==> config.mk <==
export PLATFORM = sky130hd
export DESIGN_NAME = axi_master_wr_sequencer
export DESIGN_NICKNAME = d
export VERILOG_FILES = /design/src/rtl/axi_wr_seq_pkg.sv /design/src/rtl/axi_master_wr_sequencer.sv
export SDC_FILE = /design/constraint.sdc
export NUM_CORES = 1
export LEC_CHECK = 0
export ABC_AREA = 1
export CAP_MARGIN = 20
export CORE_ASPECT_RATIO = 1.5
export CORE_MARGIN = 2
export CORE_UTILIZATION = 25
export DETAILED_ROUTE_END_ITERATION = 12
export GPL_ROUTABILITY_DRIVEN = 0
export GPL_TIMING_DRIVEN = 0
export PLACE_DENSITY = 0.67
export SETUP_SLACK_MARGIN = 0.05
export SYNTH_ARGS = -nofsm -noshare
export SYNTH_HDL_FRONTEND = slang
export SYNTH_SLANG_ARGS = --single-unit
==> constraint.sdc <==
create_clock -name clk -period 1.6 [get_ports clk]
set_input_delay 0.24 -clock clk [delete_from_list [all_inputs] [get_ports clk]]
set_output_delay 0.24 -clock clk [all_outputs]
set_load 0.005 [all_outputs]
==> src/rtl/axi_wr_seq_pkg.sv <==
// ============================================================================
// Module      : axi_wr_seq_pkg
// Description : Shared types and AXI encodings for the write-burst sequencer.
// Revision    : 1.0 - initial release
// ============================================================================
`default_nettype none

package axi_wr_seq_pkg;

  typedef enum logic [1:0] {
    IDLE = 2'd0,
    ADDR = 2'd1,
    DATA = 2'd2,
    RESP = 2'd3
  } wr_state_e;

  localparam logic [1:0] AXI_BURST_INCR = 2'b01;
  localparam logic [1:0] AXI_RESP_OKAY  = 2'b00;

endpackage : axi_wr_seq_pkg

`default_nettype wire

==> src/rtl/axi_master_wr_sequencer.sv <==
// ============================================================================
// Module      : axi_master_wr_sequencer
// Description : Converts an (address, length) command plus a 32-bit beat
//               stream into one AXI4 INCR write burst. Optional B-channel
//               watchdog enabled by defining AXI_WR_SEQ_RESP_TIMEOUT_EN.
// Revision    : 1.0 - initial release
// ============================================================================
`default_nettype none

module axi_master_wr_sequencer
  import axi_wr_seq_pkg::*;
#(
  parameter int ID_WIDTH       = 2,
  parameter int TIMEOUT_CYCLES = 1024
) (
  input  logic                clk,
  input  logic                rst,

  input  logic                cmd_valid,
  output logic                cmd_ready,
  input  logic [31:0]         cmd_addr,
  input  logic [7:0]          cmd_len,

  input  logic [31:0]         data_in,
  input  logic [3:0]          data_strb,
  input  logic                data_valid,
  output logic                data_ready,

  output logic                busy,
  output logic                err,
  input  logic                err_clr,

  output logic [ID_WIDTH-1:0] MASTER_WR_ADDR_ID,
  output logic [31:0]         MASTER_WR_ADDR,
  output logic [7:0]          MASTER_WR_ADDR_LEN,
  output logic [1:0]          MASTER_WR_ADDR_BURST,
  output logic                MASTER_WR_ADDR_VALID,
  input  logic                MASTER_WR_ADDR_READY,

  output logic [31:0]         MASTER_WR_DATA,
  output logic [3:0]          MASTER_WR_STRB,
  output logic                MASTER_WR_DATA_LAST,
  output logic                MASTER_WR_DATA_VALID,
  input  logic                MASTER_WR_DATA_READY,

  input  logic [ID_WIDTH-1:0] MASTER_WR_BACK_ID,
  input  logic [1:0]          MASTER_WR_BACK_RESP,
  input  logic                MASTER_WR_BACK_VALID,
  output logic                MASTER_WR_BACK_READY
);

  wr_state_e             state_q, state_d;
  logic [7:0]            beat_cnt_q, beat_cnt_d;
  logic [ID_WIDTH-1:0]   id_cnt_q, id_cnt_d;
  logic [31:0]           addr_q, addr_d;
  logic [7:0]            len_q, len_d;
  logic                  err_q, err_d;
  logic                  err_set;
  logic                  resp_timeout;

`ifdef AXI_WR_SEQ_RESP_TIMEOUT_EN
  localparam int TO_W = (TIMEOUT_CYCLES > 2) ? $clog2(TIMEOUT_CYCLES) : 1;

  logic [TO_W-1:0] to_cnt_q, to_cnt_d;

  // Held at zero outside RESP so every response wait starts from a fresh count.
  always_comb begin
    to_cnt_d     = '0;
    resp_timeout = 1'b0;
    if (state_q == RESP) begin
      to_cnt_d     = to_cnt_q + 1'b1;
      resp_timeout = (to_cnt_q == TO_W'(TIMEOUT_CYCLES - 1));
    end
  end

  always_ff @(posedge clk or posedge rst) begin
    if (rst) begin
      to_cnt_q <= '0;
    end else begin
      to_cnt_q <= to_cnt_d;
    end
  end

  logic unused_in;
  assign unused_in = ^{MASTER_WR_BACK_ID, cmd_addr[1:0]};
`else
  assign resp_timeout = 1'b0;

  logic unused_in;
  assign unused_in = ^{MASTER_WR_BACK_ID, cmd_addr[1:0], (TIMEOUT_CYCLES > 0)};
`endif

  always_comb begin
    state_d    = state_q;
    beat_cnt_d = beat_cnt_q;
    id_cnt_d   = id_cnt_q;
    addr_d     = addr_q;
    len_d      = len_q;
    err_set    = 1'b0;

    cmd_ready            = 1'b0;
    busy                 = 1'b1;
    data_ready           = 1'b0;
    MASTER_WR_ADDR_BURST = 2'b00;
    MASTER_WR_ADDR_VALID = 1'b0;
    MASTER_WR_DATA       = '0;
    MASTER_WR_STRB       = '0;
    MASTER_WR_DATA_LAST  = 1'b0;
    MASTER_WR_DATA_VALID = 1'b0;
    MASTER_WR_BACK_READY = 1'b0;

    case (state_q)
      IDLE: begin
        cmd_ready = 1'b1;
        busy      = 1'b0;
        if (cmd_valid) begin
          addr_d  = {cmd_addr[31:2], 2'b00};
          len_d   = cmd_len;
          state_d = ADDR;
        end
      end

      ADDR: begin
        MASTER_WR_ADDR_VALID = 1'b1;
        MASTER_WR_ADDR_BURST = AXI_BURST_INCR;
        if (MASTER_WR_ADDR_READY) begin
          state_d = DATA;
        end
      end

      DATA: begin
        MASTER_WR_DATA_VALID = data_valid;
        data_ready           = MASTER_WR_DATA_READY;
        MASTER_WR_DATA       = data_in;
        MASTER_WR_STRB       = data_strb;
        MASTER_WR_DATA_LAST  = (beat_cnt_q == len_q);
        if (data_valid && MASTER_WR_DATA_READY) begin
          if (beat_cnt_q == len_q) begin
            beat_cnt_d = '0;
            state_d    = RESP;
          end else begin
            beat_cnt_d = beat_cnt_q + 8'd1;
          end
        end
      end

      RESP: begin
        MASTER_WR_BACK_READY = 1'b1;
        if (MASTER_WR_BACK_VALID) begin
          err_set  = (MASTER_WR_BACK_RESP != AXI_RESP_OKAY);
          id_cnt_d = id_cnt_q + 1'b1;
          state_d  = IDLE;
        end else if (resp_timeout) begin
          err_set  = 1'b1;
          id_cnt_d = id_cnt_q + 1'b1;
          state_d  = IDLE;
        end
      end

      default: state_d = IDLE;
    endcase

    // A new error outranks a simultaneous clear so no failure is ever lost.
    if (err_set) begin
      err_d = 1'b1;
    end else if (err_clr) begin
      err_d = 1'b0;
    end else begin
      err_d = err_q;
    end
  end

  always_ff @(posedge clk or posedge rst) begin
    if (rst) begin
      state_q    <= IDLE;
      beat_cnt_q <= '0;
      id_cnt_q   <= '0;
      addr_q     <= '0;
      len_q      <= '0;
      err_q      <= 1'b0;
    end else begin
      state_q    <= state_d;
      beat_cnt_q <= beat_cnt_d;
      id_cnt_q   <= id_cnt_d;
      addr_q     <= addr_d;
      len_q      <= len_d;
      err_q      <= err_d;
    end
  end

  assign MASTER_WR_ADDR_ID  = id_cnt_q;
  assign MASTER_WR_ADDR     = addr_q;
  assign MASTER_WR_ADDR_LEN = len_q;
  assign err                = err_q;

endmodule : axi_master_wr_sequencer

`default_nettype wire

* Yosys cells after proc, flatten, opt, wreduce, memory -nomap -nowiden
Index checks and enable logic that the tools add are counted.
** Cells by class
- Mux-type cells :: 21
- Reductions and logical operators :: 8
- Equality and inequality tests :: 9
- Add/sub/neg operators :: 2
** Operator list (count)
- 32-bit 2-to-1 mux :: 1
- 1-bit 2-to-1 mux :: 12
- 2-bit 2-to-1 mux :: 5
- 2-bit != test, second input constant :: 5
- 8-bit by 1-bit adder with 8-bit output, second input constant :: 1
- 8-bit == test :: 1
- 8-bit 2-to-1 mux :: 1
- 2-bit one-hot mux with 4 select lines :: 1
- 2-bit AND reduction :: 3
- 5-bit AND reduction :: 1
- 2-bit == test, second input constant :: 2
- 4-bit 2-to-1 mux :: 1
- 2-bit nonzero test :: 2
- 2-bit by 1-bit adder with 2-bit output, second input constant :: 1
- 2-bit by 1-bit == test with 1-bit output, second input constant :: 1
- 2-bit zero test :: 1
- 1-bit logical AND :: 1
** Storage, ports and cells
- Bits in registers :: 51
- Input bits :: 88

* Depth between registers and ports, before layout
Gate-level depths: netlist (run 1).
- Word-level depth :: 4
- Gate-level depth with buffers :: 10

* Least setup slack after synthesis (run 1)
OpenSTA, ideal clock, no wires.
- Path type :: reg2out
- From :: reg state_q[0]
- To :: out MASTER_WR_DATA[14]
- Setup slack :: 0.023 ns
- Required time :: 1.360 ns
- Path buffers :: 2
- Arrival :: 1.337 ns
- Stages on the path, launching flop included :: 7
- Cells stage by stage :: dfrtp_1 -> inv_1 -> ha_1 -> clkbuf_1 -> buf_2 -> nand2_1 -> inv_1
** Between the ends
- Word-level cells in the longest chain between the ends :: 2
** Ends and longest elaborated chain
- from (decl) :: RTL line axi_master_wr_sequencer.sv:52 : wr_state_e state_q, state_d;
- from (signal assigned) :: RTL line axi_master_wr_sequencer.sv:182 : state_q <= state_d;
- 2-bit == test :: RTL line axi_master_wr_sequencer.sv:112 : case (state_q)
- 32-bit 2-to-1 mux :: RTL line axi_master_wr_sequencer.sv:112
- to (decl) :: RTL line axi_master_wr_sequencer.sv:40 : output logic [31:0] MASTER_WR_DATA,
No other way between the ends.

* Worst setup path after layout (run 1)
- From :: reg state_q[1]
- To :: out data_ready
** Between the ends
- Word-level cells in the longest chain between the ends :: 2
** Ends and longest elaborated chain
- 2-bit == test :: RTL line axi_master_wr_sequencer.sv:112
- 1-bit 2-to-1 mux :: RTL line axi_master_wr_sequencer.sv:112
- to (decl) :: RTL line axi_master_wr_sequencer.sv:27 : output logic data_ready,
No other way between the ends.

==> results of run 1 <==
## cells in the mapped netlist, drive strengths merged (2+ instances only)
cell    number
xor2         4
nand4        4
clkbuf       2
nor3         2
dfrtp       51
mux2        35
o21ai        5
nor2        14
xnor2        8
buf         10
nand2       68
a21oi        4
nand3        6
ha           6
inv         56
## through the flow
step	area, sq um	power, mW	util [%]	worst slack, ns	setup TNS [ns]
after global placement	4423	6.130	43.89	-0.9239	-68.52
final	5166	8.671	51.26	-0.1298	-2.239
after floorplan	2595	3.973	-	0.07581	0
after CTS	4976	8.456	49.37	-0.1440	-2.304
after global routing	5166	9.240	51.26	-0.1922	-5.296
after detailed placement	4443	6.226	44.08	-0.6522	-22.84
## cell type report
| type | instances | share of cell area [%] |
|---|---|---|
| timing repair buffer | 209 | 37.56 |
| sequential | 51 | 24.75 |
| multi-input combinational | 161 | 24.10 |
| inverter | 56 | 4.214 |
| tap | 117 | 2.834 |
| buffer | 11 | 2.809 |
| clock buffer | 5 | 2.422 |
| clock inverter | 3 | 1.308 |
## placed cells by master (no fill, tap or decap), drive strengths merged
master and n:
nor3 2, dlygate4sd2 1, clkinvlp 1, buf 92, xor2 4, clkdlybuf4s50 119, nand2 68, ha 6
a21oi 4, dfrtp 51, o22ai 1, nand3 6, nand4 4, xnor2 8, clkbuf 9, bufinv 2
or2 1, mux2 35, conb 3, o21ai 5, nor2 14, inv 56, dlymetal6s2s 4
## per-layer routing
| metal | global-route usage, % | share of wire, % |
|---|---|---|
| met1 | 12.58 | 33 |
| met3 | 5.131 | 11 |
| met2 | 28.11 | 56 |
| met5 | 0 | 0 |
| met4 | 3.585 | 0.87 |
## state kept, by name (all words and copies together) (netlist names)
signal,flops
MASTER_WR_ADDR,30
MASTER_WR_ADDR_LEN,8
beat_cnt_q,8
MASTER_WR_ADDR_ID,2
state_q,2
err,1
## worst max-delay path by stage
| stage | cells after the start | slack (ns) | start | to |
|---|---|---|---|---|
| 2_1_floorplan | 9 | 0.08 | state_q[0]$_DFFE_PP0P_ | beat_cnt_q[6]$_DFFE_PP0P_ |
| 3_3_place_gp | 2 | -0.92 | rst | MASTER_WR_ADDR_ID[1]$_DFFE_PP0P_ |
| 3_5_place_dp | 7 | -0.65 | state_q[0]$_DFFE_PP0P_ | MASTER_WR_DATA[17] |
| 4_1_cts | 7 | -0.14 | state_q[1]$_DFFE_PP0P_ | data_ready |
| 5_1_grt | 8 | -0.19 | state_q[0]$_DFFE_PP0P_ | MASTER_WR_DATA_VALID |
| 6_report | 7 | -0.13 | state_q[1]$_DFFE_PP0P_ | data_ready |
## power groups by stage
stage	Clock, mW	Combinational [mW]	Sequential (mW)
6_report	1.37	5.02	2.28
4_1_cts	1.41	4.76	2.29
3_3_place_gp	0	3.80	2.33
5_1_grt	1.46	5.42	2.36
2_1_floorplan	0	1.63	2.35
3_5_place_dp	0	3.87	2.36
## what timing repair did
action	4_1_cts	5_1_grt
hold endpoints to repair	0	0
hold buffers	0	0
pin swaps	28	13
cloned	3	2
setup buffers	31	7
setup endpoints to repair	82	89
gates resized for setup	245	44
## cell families after synthesis
kind of cell    after synthesis  synth area share [%]
simple gates                 95                 15.58
buf+inv                      68                 10.74
flops                        51                 49.35
mux                          35                 15.24
xor+xnor                     12                 4.064
compound gates               10                 1.984
fa+ha+maj                     6                 2.903
other cells                   1                0.1450
==> impl_metrics.toml, run 1 <==
[route]
drt-total-wl_microns = 8195
vias = 2647
drc_errors = 0
initialDrtViolationCount = 24
dr.pass1.iters = 4
antenna_left = 0
vias_per_cell = 4.318
wire_per_inst_microns = 13.37

[placement]
port_buffers = 168
hpwlAfterDp_microns = 6011
dp.cells = 566

[setup_path]
slowest_stage = "dfrtp_2"
ff2ff_setup_slack_ns = -0.09
r2r_start = "state_q[1]$_DFFE_PP0P_"
slowest_delay_ns = 0.43
cp_top_family = "buffers and inverters"
critical_path_buf_inv_count = 5
critPathKind = "reg -> out"
worstPathRequired_ns = 1.36
reg2reg_depth = 8
crit_path_end_kind = "output port"
crit_chain = "ha_4 > clkbuf_16 > buf_8 > buf_6 > nand2_2 > inv_1 > buf_2"
start_kind = "flip-flop"
crit_arrival_ns = 1.49
critPathMaxFanout = 8
crit-reg2reg-capture = "MASTER_WR_ADDR[21]$_DFFE_PP0P_"

[global_routing]
grt_overflow = 0
grt_pass1_wl_microns = 12230
grt_antenna_before_repair = 0
grt_pass1_vias = 2638
grt_max_degree = 35
grt_usage_pct = 13.96

[sta]
rsz0062_at_grt = "true"
hold_ws_ns = 0.2919
fin_skew_ns = 0.005553
finalHoldViolCount = 0
fmax_mhz = 578.1
period_minus_slack_ns = 1.730
drv_slew = 0
fin_ws_ns = -0.1298
finalSetupViolations = 43
fin_crit_sh_pct = 108.1

[logic_synthesis]
async_flop_share_pct = 100.0
synth_area_leader_cell = "dfrtp_1"
synth_area_sq_um = 2586
synth.avg_cell_area_sq_um = 9.303
ys_top_cells_by_area = "dfrtp_1, mux2_2, nand2_1"
syn_inst = 278
yosysWarnings = 0
yosysSeqAreaShare_pct = 49.35
synth_top_area_share_pct = 49.35
synth-seq-cells = 51
synth_cell_types = 22
synth_ff_type = "dfrtp_1"
synth_edf_count = 0

[layout]
drive_above_1_share_pct = 39.31
multi_input_area_sq_um = 1245
fillers = 909
synthToLayoutAreaGrowth_pct = 99.76
n_antenna_cell = 0
final_cell_count_no_fill = 613
nets = 589
seq_area_sq_um = 1279

[power]
swShare_pct = 31.53
clockPowerShare_pct = 15.8
p_switching_mw = 2.734
max-vdd-ir-drop_mv = 0.9753
internal_power_mw = 5.937
combPwrFrac_pct = 57.9
pwr-share-seq_pct = 26.3
cellLeakagePower_nw = 2.669
power.density_nw_per_um2 = 1678

[clock_tree]
worstSkewPairLatency_ns = 0.29
cts-root-buf = "clkbuf_16"
htree_levels = 2
clockBufferDepth = 2
cts.clk_slew.worst_paths_ns = 0.07
clkSinkCount = 51
cts_made_buffers = 5
cts_tree = "done"

[flow_run]
cap_violations = 0

[floorplan]
die_w_microns = 87.05
start_util_pct = 25.66
die_area_sq_um = 11190
rows = 45
ioPinCount = 176
core_sq_um = 10080
die_y_microns = 128.6

[status]
status = "finished, violations left"
violations = "setup timing"

[worst_hold_path]
min_path_type = "in -> async"
No activity file was read; power rests on OpenSTA's default activity.
==> inputs of run 2 (changes only) <==
CORE_ASPECT_RATIO = 2   (was 1.5)
clock period = 1.59 ns   (was 1.6 ns; I/O delays follow)
==> run 2 against run 1 <==
Compared with the run above:
- the flow still finishes with violations (setup timing)
- final cell count is 2.9% higher
- combinational power up 7.0%
- power up 2.3%
- global-route usage up 1.5 points
- largest power group unchanged
- flip-flop and latch count is the same
- worst setup slack worse by 0.046 ns
- utilization grew 1.4 points
- worst hold slack lost 0.035 ns
- first-iteration DRC count up 50%
- clock-buffer cell count increased by 3
==> impl_metrics.toml, run 2 (synthesis results as in run 1) <==
[power]
pwr-share-seq_pct = 26.6
clockPowerShare_pct = 12.9
p_switching_mw = 2.939
internal_power_mw = 5.930
power.density_nw_per_um2 = 1671
combPwrFrac_pct = 60.5
swShare_pct = 33.14
max-vdd-ir-drop_mv = 1.064
cellLeakagePower_nw = 2.627

[setup_path]
critPathMaxFanout = 5
start_kind = "flip-flop"
ff2ff_setup_slack_ns = -0.08
crit_arrival_ns = 1.53
crit_path_end_kind = "output port"
critPathKind = "reg -> out"
worstPathRequired_ns = 1.35

[route]
dr.pass1.iters = 4
vias_per_cell = 4.311
wire_per_inst_microns = 15.04
routed.top_layer = "met4"
drc_errors = 0
vias = 2720
drt-total-wl_microns = 9491
antenna_left = 0
wl_met1_microns = 2853
dr_wl_met2_microns = 5464
initialDrtViolationCount = 36
met3_length_microns = 706

[clock_tree]
cts-root-buf = "clkbuf_16"
clkSinkCount = 51
htree_levels = 2
clockBufferDepth = 2
cts.clk_slew.worst_paths_ns = 0.07
worstSkewPairLatency_ns = 0.29
cts_tree = "done"
cts_made_buffers = 5

[layout]
layout_common_cells = "clkdlybuf4s50_1, dfrtp_1, mux2_2"
fin_util_pct = 52.64
nets = 589
largest_reg_flops = 30
drive_above_1_share_pct = 44.15
n_antenna_cell = 0
synthToLayoutAreaGrowth_pct = 105.3
final_cell_count_no_fill = 631
final_common_cell = "clkdlybuf4s50_1"

[sta]
finalSetupViolations = 68
finalHoldViolCount = 0
fin_skew_ns = 0.007296
drv_slew = 0
fin_ws_ns = -0.1761
fin_crit_sh_pct = 111.1
period_minus_slack_ns = 1.766
fmax_mhz = 566.2
rsz0062_at_grt = "true"

[global_routing]
grt_max_degree = 34
grt_usage_pct = 15.47
grt_overflow = 0
grt_pass1_wl_microns = 13740
grt_antenna_before_repair = 0
grt_pass1_vias = 2829

[placement]
port_buffers = 168
dp.cells = 584
hpwlAfterDp_microns = 6682

[floorplan]
ioPinCount = 176
die_area_sq_um = 11220
core_sq_um = 10080
rows = 52
die_y_microns = 147.8
start_util_pct = 25.65
die_w_microns = 75.92

[flow_run]
cap_violations = 0

[status]
violations = "setup timing"
status = "finished, violations left"

[worst_hold_path]
min_path_type = "in -> async"
## run 2: metrics by stage
step | hold WS [ns] | setup TNS [ns] | total power, mW | area, sq um | worst slack [ns]
after global placement | 0.4635 | -72.28 | 6.207 | 4446 | -0.9306
after CTS | 0.2676 | -5.072 | 8.254 | 4938 | -0.1941
final | 0.2572 | -5.257 | 8.869 | 5309 | -0.1761
after detailed placement | 0.4730 | -27.10 | 6.329 | 4466 | -0.7246
after global routing | 0.3033 | -9.009 | 9.401 | 5309 | -0.2337
after floorplan | 0.3457 | 0 | 3.998 | 2595 | 0.06581
## run 2: layout make-up
cell class,instances,area [sq um]
plain buffers,12,165.2
repair buffers,207,2033
fillers,918,4776
multi-input cells,162,1282
clock buffers,8,156.4
flip-flops and latches,51,1282
inverters,56,220.2
well taps,135,168.9
## run 2: path summary, 6_finish.rpt
kind                                                   from                               end  cells after the start
setup / recovery                     state_q[0]$_DFFE_PP0P_                 MASTER_WR_STRB[3]                      8
hold / removal                                          rst    MASTER_WR_ADDR[25]$_DFFE_PP0P_                      2
setup reg to reg                     state_q[1]$_DFFE_PP0P_            state_q[0]$_DFFE_PP0P_                     10
hold reg to reg            MASTER_WR_ADDR_ID[1]$_DFFE_PP0P_  MASTER_WR_ADDR_ID[1]$_DFFE_PP0P_                      1
max in group asynchronous                               rst         beat_cnt_q[2]$_DFFE_PP0P_                      3
min in group clk           MASTER_WR_ADDR_ID[1]$_DFFE_PP0P_  MASTER_WR_ADDR_ID[1]$_DFFE_PP0P_                      1
## run 2: repair_timing
action                     in CTS  in global routing
gates resized for setup       252                 79
pin swaps                      20                 21
buffers inserted               20                 14
hold buffers                    0                  0
hold endpoints to repair        0                  0
setup endpoints to repair      86                 83
gates cloned                    3                  5
## run 2: metal layers
layer	track usage, %	vias to the layer above
li1	-	1271
met1	12.45	1277
met2	31.47	145
met3	4.090	27
met4	10.00	0
met5	0	-
## run 2: worst max-delay path, stage by stage, from the launching register on
cell       delay (ns)
dfrtp_1          0.40
inv_2            0.09
ha_4             0.17
clkbuf_16        0.16
buf_6            0.10
buf_6            0.12
nand2_2          0.05
inv_2            0.04
buf_2            0.10
## run 2: power by group through the flow
stage	Clock, mW	Combinational [mW]	Sequential [mW]
final	1.14	5.37	2.36
after detailed placement	0	3.94	2.39
after CTS	1.18	4.70	2.37
after floorplan	0	1.64	2.36
after global routing	1.22	5.74	2.44
after global placement	0	3.86	2.35
